**src/rtl/eink_cmd_sequencer.sv**
```systemverilog
// E-ink command sequencer: walks a command-ROM script, feeds bytes to the SPI
// byte engine, pulses panel reset, and waits on panel busy and timed delays.
module eink_cmd_sequencer #(
  parameter int          ADDR_W       = 8,
  parameter int          DELAY_UNIT   = 50000,
  parameter int          BUSY_SETTLE  = 4,
  parameter logic [31:0] BUSY_TIMEOUT = 32'd250_000_000
) (
  input  logic              clk,
  input  logic              rst_n,
  input  logic              start,
  input  logic [1:0]        seq_sel,
  input  logic              abort,
  output logic [ADDR_W-1:0] rom_addr,
  input  logic [9:0]        rom_data,
  output logic              spi_valid,
  input  logic              spi_ready,
  output logic [7:0]        spi_data,
  output logic              spi_dc,
  input  logic              spi_idle,
  input  logic              busy,
  output logic              resetb,
  output logic              active,
  output logic              done,
  output logic              error
);

  typedef enum logic [2:0] {
    IDLE      = 3'd0,
    FETCH     = 3'd1,
    DECODE    = 3'd2,
    SEND      = 3'd3,
    WAIT_BUSY = 3'd4,
    DELAY     = 3'd5,
    RESET_LO  = 3'd6,
    RESET_HI  = 3'd7
  } state_e;

  typedef enum logic [1:0] {
    WB_SPI    = 2'd0,
    WB_SETTLE = 2'd1,
    WB_BUSY   = 2'd2
  } wb_e;

  localparam logic [1:0]        OP_CMD  = 2'b00;
  localparam logic [1:0]        OP_DATA = 2'b01;
  localparam logic [1:0]        OP_CTRL = 2'b10;
  localparam logic [ADDR_W-3:0] OFS_ONE = {{(ADDR_W-3){1'b0}}, 1'b1};

  state_e            state_q, state_d;
  wb_e               wb_q, wb_d;
  logic [31:0]       cnt_q, cnt_d;
  logic [5:0]        arg_q, arg_d;
  logic [ADDR_W-1:0] rom_addr_q, rom_addr_d;
  logic              spi_valid_q, spi_valid_d;
  logic [7:0]        spi_data_q, spi_data_d;
  logic              spi_dc_q, spi_dc_d;
  logic              resetb_q, resetb_d;
  logic              active_q, active_d;
  logic              done_q, done_d;
  logic              error_q, error_d;
  logic              busy_meta_q, busy_sync_q;

  logic [1:0]        op_s;
  logic [7:0]        arg_s;
  logic [31:0]       decode_cnt_s, reload_cnt_s;
  logic              last_s;
  logic [ADDR_W-1:0] adv_addr_s;
  state_e            adv_state_s;

  assign op_s         = rom_data[9:8];
  assign arg_s        = rom_data[7:0];
  assign decode_cnt_s = 32'(arg_s[5:0]) * 32'(DELAY_UNIT);
  assign reload_cnt_s = 32'(arg_q) * 32'(DELAY_UNIT);
  // Advancing from the last word of a quarter is a fault; the address stays put.
  assign last_s       = &rom_addr_q[ADDR_W-3:0];
  assign adv_addr_s   = last_s ? rom_addr_q
                               : {rom_addr_q[ADDR_W-1:ADDR_W-2], rom_addr_q[ADDR_W-3:0] + OFS_ONE};
  assign adv_state_s  = last_s ? IDLE : FETCH;

  // Next-state and registered-output logic for the script walker.
  always_comb begin
    state_d     = state_q;
    wb_d        = wb_q;
    cnt_d       = cnt_q;
    arg_d       = arg_q;
    rom_addr_d  = rom_addr_q;
    spi_valid_d = spi_valid_q;
    spi_data_d  = spi_data_q;
    spi_dc_d    = spi_dc_q;
    resetb_d    = resetb_q;
    active_d    = active_q;
    done_d      = 1'b0;
    error_d     = error_q;
    if (abort) begin
      state_d     = IDLE;
      spi_valid_d = 1'b0;
      resetb_d    = 1'b1;
      active_d    = 1'b0;
      error_d     = 1'b0;
    end else begin
      case (state_q)
        IDLE: begin
          if (start) begin
            rom_addr_d = {seq_sel, {(ADDR_W-2){1'b0}}};
            active_d   = 1'b1;
            error_d    = 1'b0;
            state_d    = FETCH;
          end else begin
            state_d = IDLE;
          end
        end
        FETCH: state_d = DECODE;
        DECODE: begin
          case (op_s)
            OP_CMD, OP_DATA: begin
              spi_data_d  = arg_s;
              spi_dc_d    = op_s[0];
              spi_valid_d = 1'b1;
              state_d     = SEND;
            end
            OP_CTRL: begin
              case (arg_s[7:6])
                2'b00: begin
                  done_d   = 1'b1;
                  active_d = 1'b0;
                  state_d  = IDLE;
                end
                2'b01: begin
                  wb_d    = WB_SPI;
                  cnt_d   = 32'd0;
                  state_d = WAIT_BUSY;
                end
                2'b10: begin
                  cnt_d   = decode_cnt_s;
                  state_d = DELAY;
                end
                default: begin
                  resetb_d = 1'b0;
                  cnt_d    = decode_cnt_s;
                  arg_d    = arg_s[5:0];
                  state_d  = RESET_LO;
                end
              endcase
            end
            default: begin
              error_d  = 1'b1;
              active_d = 1'b0;
              state_d  = IDLE;
            end
          endcase
        end
        SEND: begin
          if (spi_valid_q && spi_ready) begin
            spi_valid_d = 1'b0;
            rom_addr_d  = adv_addr_s;
            state_d     = adv_state_s;
            error_d     = error_q | last_s;
            active_d    = active_q & ~last_s;
          end else begin
            state_d = SEND;
          end
        end
        WAIT_BUSY: begin
          case (wb_q)
            WB_SPI: begin
              if (spi_idle) begin
                wb_d  = WB_SETTLE;
                cnt_d = 32'(BUSY_SETTLE);
              end else begin
                wb_d = WB_SPI;
              end
            end
            WB_SETTLE: begin
              if (cnt_q <= 32'd1) begin
                wb_d  = WB_BUSY;
                cnt_d = 32'd0;
              end else begin
                cnt_d = cnt_q - 32'd1;
              end
            end
            default: begin
              if (!busy_sync_q) begin
                rom_addr_d = adv_addr_s;
                state_d    = adv_state_s;
                error_d    = error_q | last_s;
                active_d   = active_q & ~last_s;
              end else if (cnt_q + 32'd1 == BUSY_TIMEOUT) begin
                error_d  = 1'b1;
                active_d = 1'b0;
                state_d  = IDLE;
              end else begin
                cnt_d = cnt_q + 32'd1;
              end
            end
          endcase
        end
        RESET_LO: begin
          if (cnt_q <= 32'd1) begin
            resetb_d = 1'b1;
            cnt_d    = reload_cnt_s;
            state_d  = RESET_HI;
          end else begin
            cnt_d = cnt_q - 32'd1;
          end
        end
        DELAY, RESET_HI: begin
          if (cnt_q <= 32'd1) begin
            rom_addr_d = adv_addr_s;
            state_d    = adv_state_s;
            error_d    = error_q | last_s;
            active_d   = active_q & ~last_s;
          end else begin
            cnt_d = cnt_q - 32'd1;
          end
        end
        default: state_d = IDLE;
      endcase
    end
  end

  // State, output and busy-synchronizer registers.
  always_ff @(posedge clk or negedge rst_n) begin
    if (!rst_n) begin
      state_q     <= IDLE;
      wb_q        <= WB_SPI;
      cnt_q       <= 32'd0;
      arg_q       <= 6'd0;
      rom_addr_q  <= {ADDR_W{1'b0}};
      spi_valid_q <= 1'b0;
      spi_data_q  <= 8'd0;
      spi_dc_q    <= 1'b0;
      resetb_q    <= 1'b1;
      active_q    <= 1'b0;
      done_q      <= 1'b0;
      error_q     <= 1'b0;
      busy_meta_q <= 1'b0;
      busy_sync_q <= 1'b0;
    end else begin
      state_q     <= state_d;
      wb_q        <= wb_d;
      cnt_q       <= cnt_d;
      arg_q       <= arg_d;
      rom_addr_q  <= rom_addr_d;
      spi_valid_q <= spi_valid_d;
      spi_data_q  <= spi_data_d;
      spi_dc_q    <= spi_dc_d;
      resetb_q    <= resetb_d;
      active_q    <= active_d;
      done_q      <= done_d;
      error_q     <= error_d;
      busy_meta_q <= busy;
      busy_sync_q <= busy_meta_q;
    end
  end

  assign rom_addr  = rom_addr_q;
  assign spi_valid = spi_valid_q;
  assign spi_data  = spi_data_q;
  assign spi_dc    = spi_dc_q;
  assign resetb    = resetb_q;
  assign active    = active_q;
  assign done      = done_q;
  assign error     = error_q;

endmodule
```
**config.mk**
```make
export PLATFORM = sky130hd
export DESIGN_NAME = eink_cmd_sequencer
export DESIGN_NICKNAME = d
export VERILOG_FILES = /design/src/rtl/eink_cmd_sequencer.sv
export SDC_FILE = /design/constraint.sdc
export NUM_CORES = 1
export LEC_CHECK = 0
export CAP_MARGIN = 20
export CORE_MARGIN = 3
export CORE_UTILIZATION = 40
export DETAILED_ROUTE_END_ITERATION = 10
export PLACE_DENSITY = 0.62
export SLEW_MARGIN = 20
export SYNTH_ARGS = -nofsm -noshare
export SYNTH_HDL_FRONTEND = slang
export SYNTH_SLANG_ARGS = --single-unit
```
**constraint.sdc**
```tcl
create_clock -name clk -period 3.7 [get_ports clk]
set_clock_uncertainty 0.15 [all_clocks]
set_input_delay 0.74 -clock clk [delete_from_list [all_inputs] [get_ports clk]]
set_output_delay 0.74 -clock clk [all_outputs]
set_load 0.05 [all_outputs]
```
==> Yosys cells after proc, flatten, opt, wreduce, memory -nomap -nowiden <==
Cells that the tools add are included.
{ "totals": {"out_inout_bits": 22, "elab_cells": 158, "reg_bits": 67} }
{ "op_classes": {"n_mux": 67, "bitwise": 5, "eq_ne": 39, "n_addsub": 3, "n_mul": 2, "reduce_logical": 27, "n_lt_le_gt_ge": 1} }
{ "ops": {"columns": ["cell", "count"], "rows": [
  ["2-to-1 mux 32 bit", 7],
  ["case mux 32 bit (2 select lines)", 2],
  ["case mux 32 bit (4 select lines)", 1],
  ["2-to-1 mux 8 bit", 5],
  ["multiplier 6 x 12 -> 18 bit (second input constant)", 2],
  ["inequality test 3 bit (second input constant)", 12],
  ["adder 32 x 1 -> 32 bit (second input constant)", 1],
  ["== test 32 x 28 -> 1 bit (second input constant)", 1],
  ["<= comparator 32 x 1 -> 1 bit (second input constant)", 1],
  ["case mux 8 bit (4 select lines)", 1],
  ["subtractor 32 x 1 -> 32 bit (second input constant)", 1],
  ["2-to-1 mux 1 bit", 30],
  ["case mux 3 bit (7 select lines)", 1],
  ["2-to-1 mux 3 bit", 6],
  ["inequality test 2 bit (second input constant)", 9],
  ["inequality test 4 bit (second input constant)", 4],
  ["AND reduction 8 bit", 2],
  ["AND reduction 7 bit", 2],
  ["== test 3 bit (second input constant)", 4],
  ["AND reduction 4 bit", 3],
  ["AND reduction 6 bit", 2],
  ["case mux 1 bit (5 select lines)", 2],
  ["case mux 3 bit (3 select lines)", 1],
  ["2-to-1 mux 2 bit", 4],
  ["23 further kinds", 40]
]} }

==> Longest topological paths before layout <==
Gate-level depths: netlist of run 1.
{ "depth": {"word_depth": 7, "ltp_mapped": 16} }

==> Least setup slack after synthesis of run 1 <==
OpenSTA, ideal clock, no wires.
{ "synth_timing": {"kind": "input to register", "startpoint": "in rom_data[1]", "endpoint": "reg cnt_q[21]", "setup_slack_ps": -460, "setup_ps": 123, "path_stages": 15, "arrival_ps": 3887, "t_required_ps": 3427, "path_buffers": 0, "cell_sequence": "ha_1 fa_1 inv_1 fa_1 inv_1 ha_1 nand3_1 o211ai_1 o41a_1 a41oi_1 a21oi_1 xnor2_1 a22o_1 a21oi_1 o21ai_1"} }
{ "synth_between": {"elab_chain_cells": 4} }
{ "synth_lines": {"columns": ["element", "line", "rtl"], "rows": [
  ["start: declaration", "15", "input logic [9:0] rom_data,"],
  ["multiplier 6 x 12 -> 18 bit", "73", "assign decode_cnt_s = 32'(arg_s[5:0]) * 32'(DELAY_UNIT);"],
  ["case mux 32 bit (2 select lines)", "123", "case (arg_s[7:6])"],
  ["2-to-1 mux 32 bit", "115", "case (op_s)"],
  ["case mux 32 bit (4 select lines)", "102", "case (state_q)"],
  ["end signal: assignment", "242", "cnt_q <= cnt_d;"],
  ["end: declaration", "52", "logic [31:0] cnt_q, cnt_d;"]
]} }
No other way between the ends. The select of a mux whose other input is x is not followed.
A chain may end at the register's enable or synchronous reset.

==> Final worst setup path of run 1 <==
{ "layout_timing": {"startpoint": "in rom_data[2]", "endpoint": "reg cnt_q[21]"} }
The elaborated chain is that of the path after synthesis.

==> results of run 1 <==
[cells by family (layout without fill, tap and decap cells)]
group / Yosys count / count (layout) / synth area share
mux: 19 / 19 / 0.03104
xor+xnor: 44 / 44 / 0.05371
buf+inv: 107 / 250 / 0.06453
fa+ha+maj: 89 / 89 / 0.1646
simple gates: 314 / 314 / 0.2272
flops: 67 / 67 / 0.2339
compound gates: 255 / 255 / 0.2250
[registers in the layout (all words and copies together), names as in the netlist]
signal and count:
active 1, arg_q 6, busy_meta_q 1, busy_sync_q 1
cnt_q 32, done 1, error 1, resetb 1
rom_addr 8, spi_data 8, spi_dc 1, spi_valid 1
state_q 3, wb_q 2
[synthesized netlist by cell type (7+ instances only)]
cell type  count
xor2_1        18
nand3_1       29
mux2_2        16
and4_1         8
nor2b_1        8
ha_1          80
dfrtp_1       66
or3_1          9
and3_1         9
a211oi_1      13
nor4_1        10
nor3_1        35
or2_2          8
a31oi_1       15
o31ai_1        7
nor2_1        68
nand2_1       71
fa_1           9
clkbuf_1      23
o22ai_1       13
and2_1        10
o21ai_0       77
xnor2_1       26
a21oi_1       58
inv_1         54
nand4_1       15
nand2b_1      12
buf_2         21
[metrics by stage]
stage	utilization	hold slack (ns)
floorplan	-	0.1812
global placement	0.4927	0.1864
detailed placement	0.4927	0.1856
CTS	0.5280	0.2008
global route	0.5409	0.2086
finish	0.5409	0.1975
[repair_timing]
item                       in CTS  in global routing
resized for setup              69                 41
buffers inserted               17                  8
setup endpoints to repair      12                 10
pin swaps                      40                 47
hold endpoints to repair        0                  0
[metal layers]
layer,track usage,up-vias
met5,0,-
met4,0.05915,0
met3,0.03756,41
met2,0.3664,272
met1,0.3190,3504
li1,-,3561
[layout make-up]
| type | count | area, um2 |
|---|---|---|
| clock buffer | 9 | 225.2 |
| clock inverter | 7 | 57.56 |
| tap | 225 | 281.5 |
| timing repair buffer | 180 | 1488 |
| multi-input combinational | 721 | 5487 |
| inverter | 54 | 202.7 |
| sequential | 67 | 1679 |
| fill | 1629 | 7996 |
[power by group]
part | leakage, uW | switching [uW] | internal, uW
clock | 0.000129 | 387 | 463
sequential | 0.000879 | 250 | 900
combinational | 0.00311 | 1190 | 919
[worst paths after layout]
path	to	slack [ns]	cells past startpoint
worst max-delay path	cnt_q[21]	-0.06	16
worst max register to register	cnt_q[19]	-0.06	16
worst min register to register	busy_sync_q	0.20	0
worst min-delay path	busy_sync_q	0.20	0
min in group asynchronous	cnt_q[14]	0.38	1
max in group asynchronous	arg_q[2]	2.37	1
==> flow_summary.yaml, run 1 <==
outcome:
  status: "finished with violations"
  violations: "setup timing"
power_and_ir_drop:
  p_total_uw: 4113
  power_density_nw_per_um2: 436.6
  leakagePower_uw: 0.004116
  vdd_drop_max_mv: 0.3663
floorplanning:
  rows: 48
  die_h_um: 139.9
  core_um2: 17420
  dieArea_um2: 19580
  start_util: 0.4119
  ios: 41
  die_x_um: 139.9
hold_path:
  min_from: "busy_meta_q"
  min_path_type: "reg2reg"
final_layout:
  num-nets-final: 1141
  finalNonFillerCells: 1263
  design_area_um2: 9420
  final_common_cell: "buf_4"
  layout-drive-gt1-share: 0.2601
  num_antenna_cells: 0
  final_cell_mix: "buf_4 (135), nand2_1 (69), o21ai_0 (68), nor2_1 (67), dfrtp_1 (65)"
  area_growth_pct: 31.30
yosys:
  netlist.area_leader.share: 0.2302
  synth-seq-cells: 67
  syn_inst: 895
  synth-seq-area-share: 0.2339
  synth_cell_types: 75
  synthesis.area_um2: 7174
  yosys_warnings: 0
  synth_edf_count: 0
  async_flop_share: 1.000
  synthFlopType: "dfrtp_1"
  yosys.area.top_type: "dfrtp_1"
  avgSynthCellArea_um2: 8.016
  syn-num-nets: 1003
  ys_top_cells_by_area: "dfrtp_1 (23%), ha_1 (14%), o21ai_0 (5.4%)"
worst_setup_path:
  start_kind: "input port"
  crit_fanout: 3
  critPathBufInv: 3
  critPathLaunch: "rom_data[2]"
  max_stage_delay_ns: 0.49
  worstPathRequired_ns: 3.79
  crit_path_end_kind: "flip-flop"
  path_cells: "buf_8 -> ha_4 -> fa_1 -> inv_1 -> fa_1 -> inv_2 -> ha_4 -> nand3_2 -> o211ai_1 -> o41a_1 -> a41oi_2 -> a21oi_2 -> xnor2_1 -> a22o_1 -> a21oi_1 -> o21ai_1"
  cp.arrival_ns: 3.85
  cp_top_family: "adder cells"
  critPathKind: "in2reg"
  slowest_stage: "fa_1"
  reg2reg_from: "arg_q[0]"
global_routing:
  grt_pass1_vias: 7057
  grt-ovfl-total: 0
  track_usage: 0.2275
  grt_first_pass_wirelength_um: 36390
  antenna_found_initial: 0
  grt_max_degree: 68
timing:
  tns_ns: -0.2225
  fmax_ghz: 0.2657
  rsz0062_at_grt: "yes"
  slew-limit-headroom: 0.3822
  post-route-min-period_ns: 3.764
  timing_hold_violations_final: 0
  worst_slew_pin_slew_ns: 0.9267
  setup_viol: 4
  setup_slack_ns: -0.06432
  timing.final.crit_share: 1.017
  maxSlewViolCount: 0
detailed_routing:
  routed.top_layer: "met4"
  wl_um: 22640
  vias: 7378
  wl_per_cell_um: 17.93
  drc_errors: 0
  dr.first_iter.drc_count: 639
  vias_per_cell: 5.842
  drtPass1Iterations: 6
  wl_met1_um: 10230
  dr_wl_met3_um: 1405
  wl_met2_um: 10540
  drtAntennaViolNets: 0
placement:
  place_congestion: 0.9740
  io_buffers: 40
  place_area_um2: 8582
  place_ws_ns: -0.9640
  hpwl_um: 16570
  dp.cells: 1226
clock_network:
  ctsRootBufferMaster: "clkbuf_16"
  numCtsBuffers: 9
  clock-sinks: 67
  ctsHoldBuffers: 0
  cts_max_path_buffers: 2
  cts_tree: "built"
  path_clk_slew_ns: 0.07
  h-tree-depth: 3
  insertion_delay_ns: 0.35
flow_run:
  max_cap_violations: 0
(Power assumes the default switching activity.)
==> run 2, diff against run 1 <==
--- a/config.mk
+++ b/config.mk
@@ -8,8 +8,11 @@
 export CAP_MARGIN = 20
 export CORE_MARGIN = 3
 export CORE_UTILIZATION = 40
+export CTS_CLUSTER_DIAMETER = 80
 export DETAILED_ROUTE_END_ITERATION = 10
+export GPL_ROUTABILITY_DRIVEN = 1
 export PLACE_DENSITY = 0.62
+export SETUP_SLACK_MARGIN = 0.4
 export SLEW_MARGIN = 20
 export SYNTH_ARGS = -nofsm -noshare
 export SYNTH_HDL_FRONTEND = slang
==> run 2 against run 1 <==
The run still ends with setup timing left. Sequential power rose by 3%. First-iteration DRC count rose by 20%. Power rose by 4.0%. Register-to-register slack got worse by 0.20 ns. Non-clock buffer count rose by 4. Routed wire length rose by 3.3%. Critical path depth rose by 6. Hold slack improved by 0.015 ns. Fmax fell by 5.0%.
==> flow_summary.yaml, run 2 (synthesis gave the netlist of run 1 again) <==
clock_network:
  cts_max_path_buffers: 2
  clock-sinks: 67
  ctsRootBufferMaster: "clkbuf_16"
  cts_tree: "built"
  path_clk_slew_ns: 0.06
  insertion_delay_ns: 0.35
  numCtsBuffers: 9
  h-tree-depth: 3
global_routing:
  grt-ovfl-total: 0
  antenna_found_initial: 0
  grt_pass1_vias: 7252
  track_usage: 0.2389
  grt_max_degree: 68
  grt_first_pass_wirelength_um: 38070
floorplanning:
  die_x_um: 139.9
  rows: 48
  dieArea_um2: 19580
  ios: 41
  die_h_um: 139.9
  start_util: 0.4119
  core_um2: 17420
timing:
  worst_slew_pin_slew_ns: 0.9241
  timing_hold_violations_final: 0
  timing.final.crit_share: 1.070
  slew-limit-headroom: 0.3840
  setup_viol: 6
  rsz0062_at_grt: "yes"
  maxSlewViolCount: 0
  post-route-min-period_ns: 3.961
  setup_slack_ns: -0.2606
  fmax_ghz: 0.2525
final_layout:
  largest_reg_flops: 32
  final_cell_mix: "buf_4 (122), nand2_1 (69), dfrtp_1 (65), nor2_1 (64)"
  area_growth_pct: 35.14
  layout-drive-gt1-share: 0.2879
  num_antenna_cells: 0
  post-route-util: 0.5567
  num-nets-final: 1145
  finalNonFillerCells: 1267
  final_common_cell: "buf_4"
  top_register: "cnt_q"
placement:
  dp.cells: 1226
  hpwl_um: 16620
  place_congestion: 0.9324
  io_buffers: 40
hold_path:
  min_path_type: "reg2reg"
  min_from: "busy_meta_q"
  whs_path_depth: 0
  hold_path_end: "busy_sync_q"
worst_setup_path:
  reg2reg_depth: 22
  crit_fanout: 3
  critPathKind: "reg2reg"
  r2r-end: "cnt_q[15]"
  crit_top_cell: "buf_6"
  critPathBufInv: 11
  reg2reg_from: "arg_q[5]"
  worstPathRequired_ns: 3.79
  path_cells: "ha_2 -> xor2_1 -> ha_1 -> inv_2 -> fa_1 -> inv_2 -> ha_4 -> nand3_2 -> o221ai_2 -> o41ai_2 -> buf_4 -> buf_6 -> buf_6 -> buf_6 -> buf_6 -> buf_6 -> buf_6 -> buf_6 -> buf_6 -> xnor2_4 -> a211oi_2 -> o21ai_1"
  r2r_slack_ns: -0.26
  cp_top_family: "adder cells"
  max_stage_delay_ns: 0.51
  start_kind: "flip-flop"
  slowest_stage: "fa_1"
  cp.arrival_ns: 4.05
  crit_path_end_kind: "flip-flop"
power_and_ir_drop:
  p_int_uw: 2365
  power_switching_uw: 1910
  vdd_drop_max_mv: 0.3547
  power_density_nw_per_um2: 441.0
  p_comb_frac: 0.521
  seqPwrFrac: 0.278
  p_clk_frac: 0.201
  switching_share: 0.4468
  leakagePower_uw: 0.004198
flow_run:
  max_cap_violations: 0
detailed_routing:
  dr.first_iter.drc_count: 768
  wl_um: 23400
  drtAntennaViolNets: 0
  drc_errors: 0
  vias_per_cell: 5.888
  vias: 7460
  drtPass1Iterations: 5
  wl_per_cell_um: 18.46
outcome:
  violations: "setup timing"
  status: "finished with violations"
## run 2: changes by cell type in the layout (fill, tap and decap cells not counted), moves of 3 or more
cell	change
o21ai_0	-8
xnor2_2	+3
nor2_1	-3
nor2_4	+3
inv_1	-3
xnor2_1	-4
buf_6	+14
buf_4	-13
o21ai_1	+6
## run 2: metrics by stage
step | worst slack [ns] | hold slack [ns] | total power (uW) | setup TNS [ns] | instance area [um2]
global route | -0.3623 | 0.2214 | 4534 | -1.772 | 9696
detailed placement | -0.9308 | 0.1918 | 3079 | -8.668 | 8586
CTS | -0.2822 | 0.2166 | 4138 | -0.9053 | 9429
finish | -0.2606 | 0.2123 | 4276 | -0.7663 | 9696
global placement | -0.8620 | 0.1906 | 3067 | -8.080 | 8586
floorplan | -0.1618 | 0.1812 | 2357 | -0.3797 | 7234
## run 2: worst max-delay path by stage
stage	startpoint	end	slack [ns]	cells past startpoint
after floorplan	rom_data[1]	cnt_q[21]	-0.16	15
after global placement	rom_data[1]	cnt_q[21]	-0.86	16
after detailed placement	rom_data[1]	cnt_q[19]	-0.93	16
after CTS	arg_q[5]	cnt_q[19]	-0.28	16
after global routing	arg_q[5]	cnt_q[15]	-0.36	22
final	arg_q[5]	cnt_q[15]	-0.26	22
## run 2: worst register-to-register path: stages, from the launching register on
cell and delay [ns]:
dfrtp_1 0.43, ha_2 0.20, xor2_1 0.16, ha_1 0.30, inv_2 0.04, fa_1 0.51, inv_2 0.06, ha_4 0.26
nand3_2 0.07, o221ai_2 0.20, o41ai_2 0.08, buf_4 0.15, buf_6 0.11, buf_6 0.10, buf_6 0.10, buf_6 0.11
buf_6 0.11, buf_6 0.10, buf_6 0.10, buf_6 0.11, xnor2_4 0.12, a211oi_2 0.22, o21ai_1 0.07
## run 2: routing by layer
layer  up-vias  part of all wire  global-route usage
met5         -                 0                   0
met4         0             0.023             0.06323
met3        37             0.060             0.04029
met2       275              0.47              0.3857
met1      3585              0.45              0.3333
li1       3563                 -                   -
## run 2: timing repair
| item | CTS | global route |
|---|---|---|
| setup buffers | 20 | 4 |
| endpoints found under the hold margin | 0 | 0 |
| resized for setup | 117 | 47 |
| hold buffers | 0 | 0 |
| setup endpoints to repair | 21 | 36 |
| pin swaps | 63 | 52 |
| gates cloned | 1 | 0 |
## run 2: power groups by stage
stage	logic [uW]	registers (uW)	clock network, uW
finish	2230	1190	858
global route	2410	1210	905
CTS	2090	1170	878
detailed placement	1900	1180	0
global placement	1890	1180	0
floorplan	1190	1170	0
## run 2: cell type report
class	count	area, um2
Clock buffer	9	225.2
Tap cell	225	281.5
Sequential cell	67	1679
Timing Repair Buffer	184	1617
Fill cell	1586	7721
Clock inverter	7	60.06
Inverter	54	205.2
Multi-Input combinational cell	721	5628
==> run 3, diff against run 2 <==
--- a/config.mk
+++ b/config.mk
@@ -6,12 +6,15 @@
 export NUM_CORES = 1
 export LEC_CHECK = 0
 export CAP_MARGIN = 20
+export CELL_PAD_IN_SITES_DETAIL_PLACEMENT = 0
+export CELL_PAD_IN_SITES_GLOBAL_PLACEMENT = 2
 export CORE_MARGIN = 3
-export CORE_UTILIZATION = 40
+export CORE_UTILIZATION = 34
+export CTS_BUF_LIST = sky130_fd_sc_hd__clkbuf_4 sky130_fd_sc_hd__clkbuf_8
 export CTS_CLUSTER_DIAMETER = 80
 export DETAILED_ROUTE_END_ITERATION = 10
 export GPL_ROUTABILITY_DRIVEN = 1
-export PLACE_DENSITY = 0.62
+export PLACE_DENSITY = 0.82
 export SETUP_SLACK_MARGIN = 0.4
 export SLEW_MARGIN = 20
 export SYNTH_ARGS = -nofsm -noshare
==> run 3 against run 2 <==
The flow still finishes with violations (setup timing). Final cell count grew 6.2%. Register-to-register slack gained 0.15 ns. Combinational power grew 9.4%. Hold slack gained 0.0012 ns. Global-route usage shrank 1.6 points. Cell area grew 3.5%. Power shrank 0.48%. Worst setup slack gained 0.15 ns. Count of clock-buffer cells in the layout grew 1. Clock power shrank 22%. Die area grew 17%. Sequential share of layout area shrank 0.48 points. Critical path type unchanged. Critical endpoint is now cnt_q[19]. Largest power group unchanged.
==> flow_summary.yaml, run 3 (synthesis gave the netlist of run 1 again) <==
outcome:
  status: "finished with violations"
  violations: "setup timing"
timing:
  timing.final.crit_share: 1.029
  rsz0062_at_grt: "yes"
  slew-limit-headroom: 0.3476
  setup_viol: 3
  timing_hold_violations_final: 0
  tns_ns: -0.2354
  maxSlewViolCount: 0
  post-route-min-period_ns: 3.807
  worst_slew_pin_slew_ns: 0.9786
  setup_slack_ns: -0.1071
  fmax_ghz: 0.2627
global_routing:
  antenna_found_initial: 0
  track_usage: 0.2232
  grt_pass1_vias: 7412
  grt_max_degree: 68
  grt-ovfl-total: 0
  grt_first_pass_wirelength_um: 40460
worst_setup_path:
  r2r_slack_ns: -0.11
  start_kind: "flip-flop"
  crit_fanout: 3
  critPathKind: "reg2reg"
  crit_path_end_kind: "flip-flop"
  cp.arrival_ns: 3.91
  worstPathRequired_ns: 3.81
clock_network:
  cts_max_path_buffers: 2
  ctsRootBufferMaster: "clkbuf_8"
  h-tree-depth: 3
  ctsHoldBuffers: 0
  clock-sinks: 67
  numCtsBuffers: 9
  cts_tree: "built"
  insertion_delay_ns: 0.38
  path_clk_slew_ns: 0.08
final_layout:
  num_antenna_cells: 0
  area_growth_pct: 39.92
  largest_reg_flops: 32
  final_cell_mix: "buf_4 (157), nand2_1 (69), nor2_1 (62), o21ai_0 (59), ha_1 (57)"
  post-route-util: 0.4898
  fill_cells: 1949
  ff_latch_area_um2: 1690
  finalNonFillerCells: 1345
  multi_input_area_um2: 5722
  final_common_cell: "buf_4"
  num-nets-final: 1178
  layout-drive-gt1-share: 0.3274
  top_register: "cnt_q"
flow_run:
  max_cap_violations: 0
floorplanning:
  rows: 52
  dieArea_um2: 22880
  die_h_um: 151.3
  core_um2: 20490
  die_x_um: 151.3
  ios: 41
  start_util: 0.3501
power_and_ir_drop:
  seqPwrFrac: 0.270
  switching_share: 0.4519
  power_switching_uw: 1923
  p_clk_frac: 0.157
  power_density_nw_per_um2: 423.9
  vdd_drop_max_mv: 0.3579
  p_int_uw: 2332
  p_comb_frac: 0.573
  leakagePower_uw: 0.004343
placement:
  hpwl_um: 18540
  dp.cells: 1294
  place_congestion: 0.8502
  place_ws_ns: -0.9535
  io_buffers: 40
detailed_routing:
  drtAntennaViolNets: 0
  drtPass1Iterations: 5
  dr.first_iter.drc_count: 560
  wl_per_cell_um: 19.26
  wl_um: 25910
  vias_per_cell: 5.596
  drc_errors: 0
  vias: 7527
hold_path:
  min_path_type: "reg2reg"
-- run 3: changes by cell type in the layout (fill, tap and decap cells not counted), moves of 3 or more --
cell       before  now
clkbuf_8        0   10
ha_1           60   57
dfrtp_1        65   56
buf_4         122  157
dfrtp_2         1   10
clkbuf_16       9    3
buf_6          21   17
-- run 3: timing repair --
action                                  CTS  global route
pin swaps                                68            58
resized for setup                       135            47
buffers inserted                         22            10
cloned                                    0             3
endpoints found under the hold margin     0             0
endpoints found under the setup margin   16            35
-- run 3: power groups by stage --
stage	sequential (uW)	clock, uW	combinational [uW]
floorplan	1170	0	1190
global placement	1150	0	2040
detailed placement	1150	0	2050
CTS	1140	687	2290
global route	1180	714	2660
finish	1150	670	2440
-- run 3: critical path: stages, from the launching register on --
cell	delay, ns
dfrtp_2	0.44
ha_4	0.26
ha_4	0.26
inv_2	0.03
fa_1	0.52
inv_2	0.06
ha_4	0.21
a21oi_2	0.20
o221ai_4	0.13
o41ai_4	0.28
o21ai_2	0.14
and2_4	0.18
o31a_1	0.27
xor2_2	0.19
a221oi_2	0.29
o21ai_1	0.08
-- run 3: path summary, 6_finish.rpt --
| kind | end | start | cells past startpoint |
|---|---|---|---|
| max in group asynchronous | arg_q[1] | rst_n | 1 |
| setup / recovery | cnt_q[19] | arg_q[3] | 15 |
| min in group asynchronous | cnt_q[1] | rst_n | 1 |
| setup reg to reg | cnt_q[19] | arg_q[3] | 15 |
| hold reg to reg | busy_sync_q | busy_meta_q | 0 |
| hold / removal | busy_sync_q | busy_meta_q | 0 |
-- run 3: metrics by stage --
step	power, uW	cell area [um2]	hold slack [ns]
floorplan	2357	7234	0.1812
global placement	3188	8815	0.1833
detailed placement	3197	8815	0.2037
CTS	4121	9692	0.2179
global route	4553	10040	0.2182
finish	4255	10040	0.2136
-- run 3: cell type report --
class / count / share of cell area
clock inverters: 6 / 0.006357
repair buffers: 217 / 0.1875
well taps: 270 / 0.03365
inverters: 54 / 0.02044
clock buffers: 10 / 0.01371
flip-flops and latches: 67 / 0.1684
multi-input cells: 721 / 0.5700
-- run 3: layer usage --
metal,global-route usage,share of wire
met1,0.3236,0.47
met2,0.3507,0.47
met3,0.03052,0.044
met4,0.05394,0.016
met5,0,0
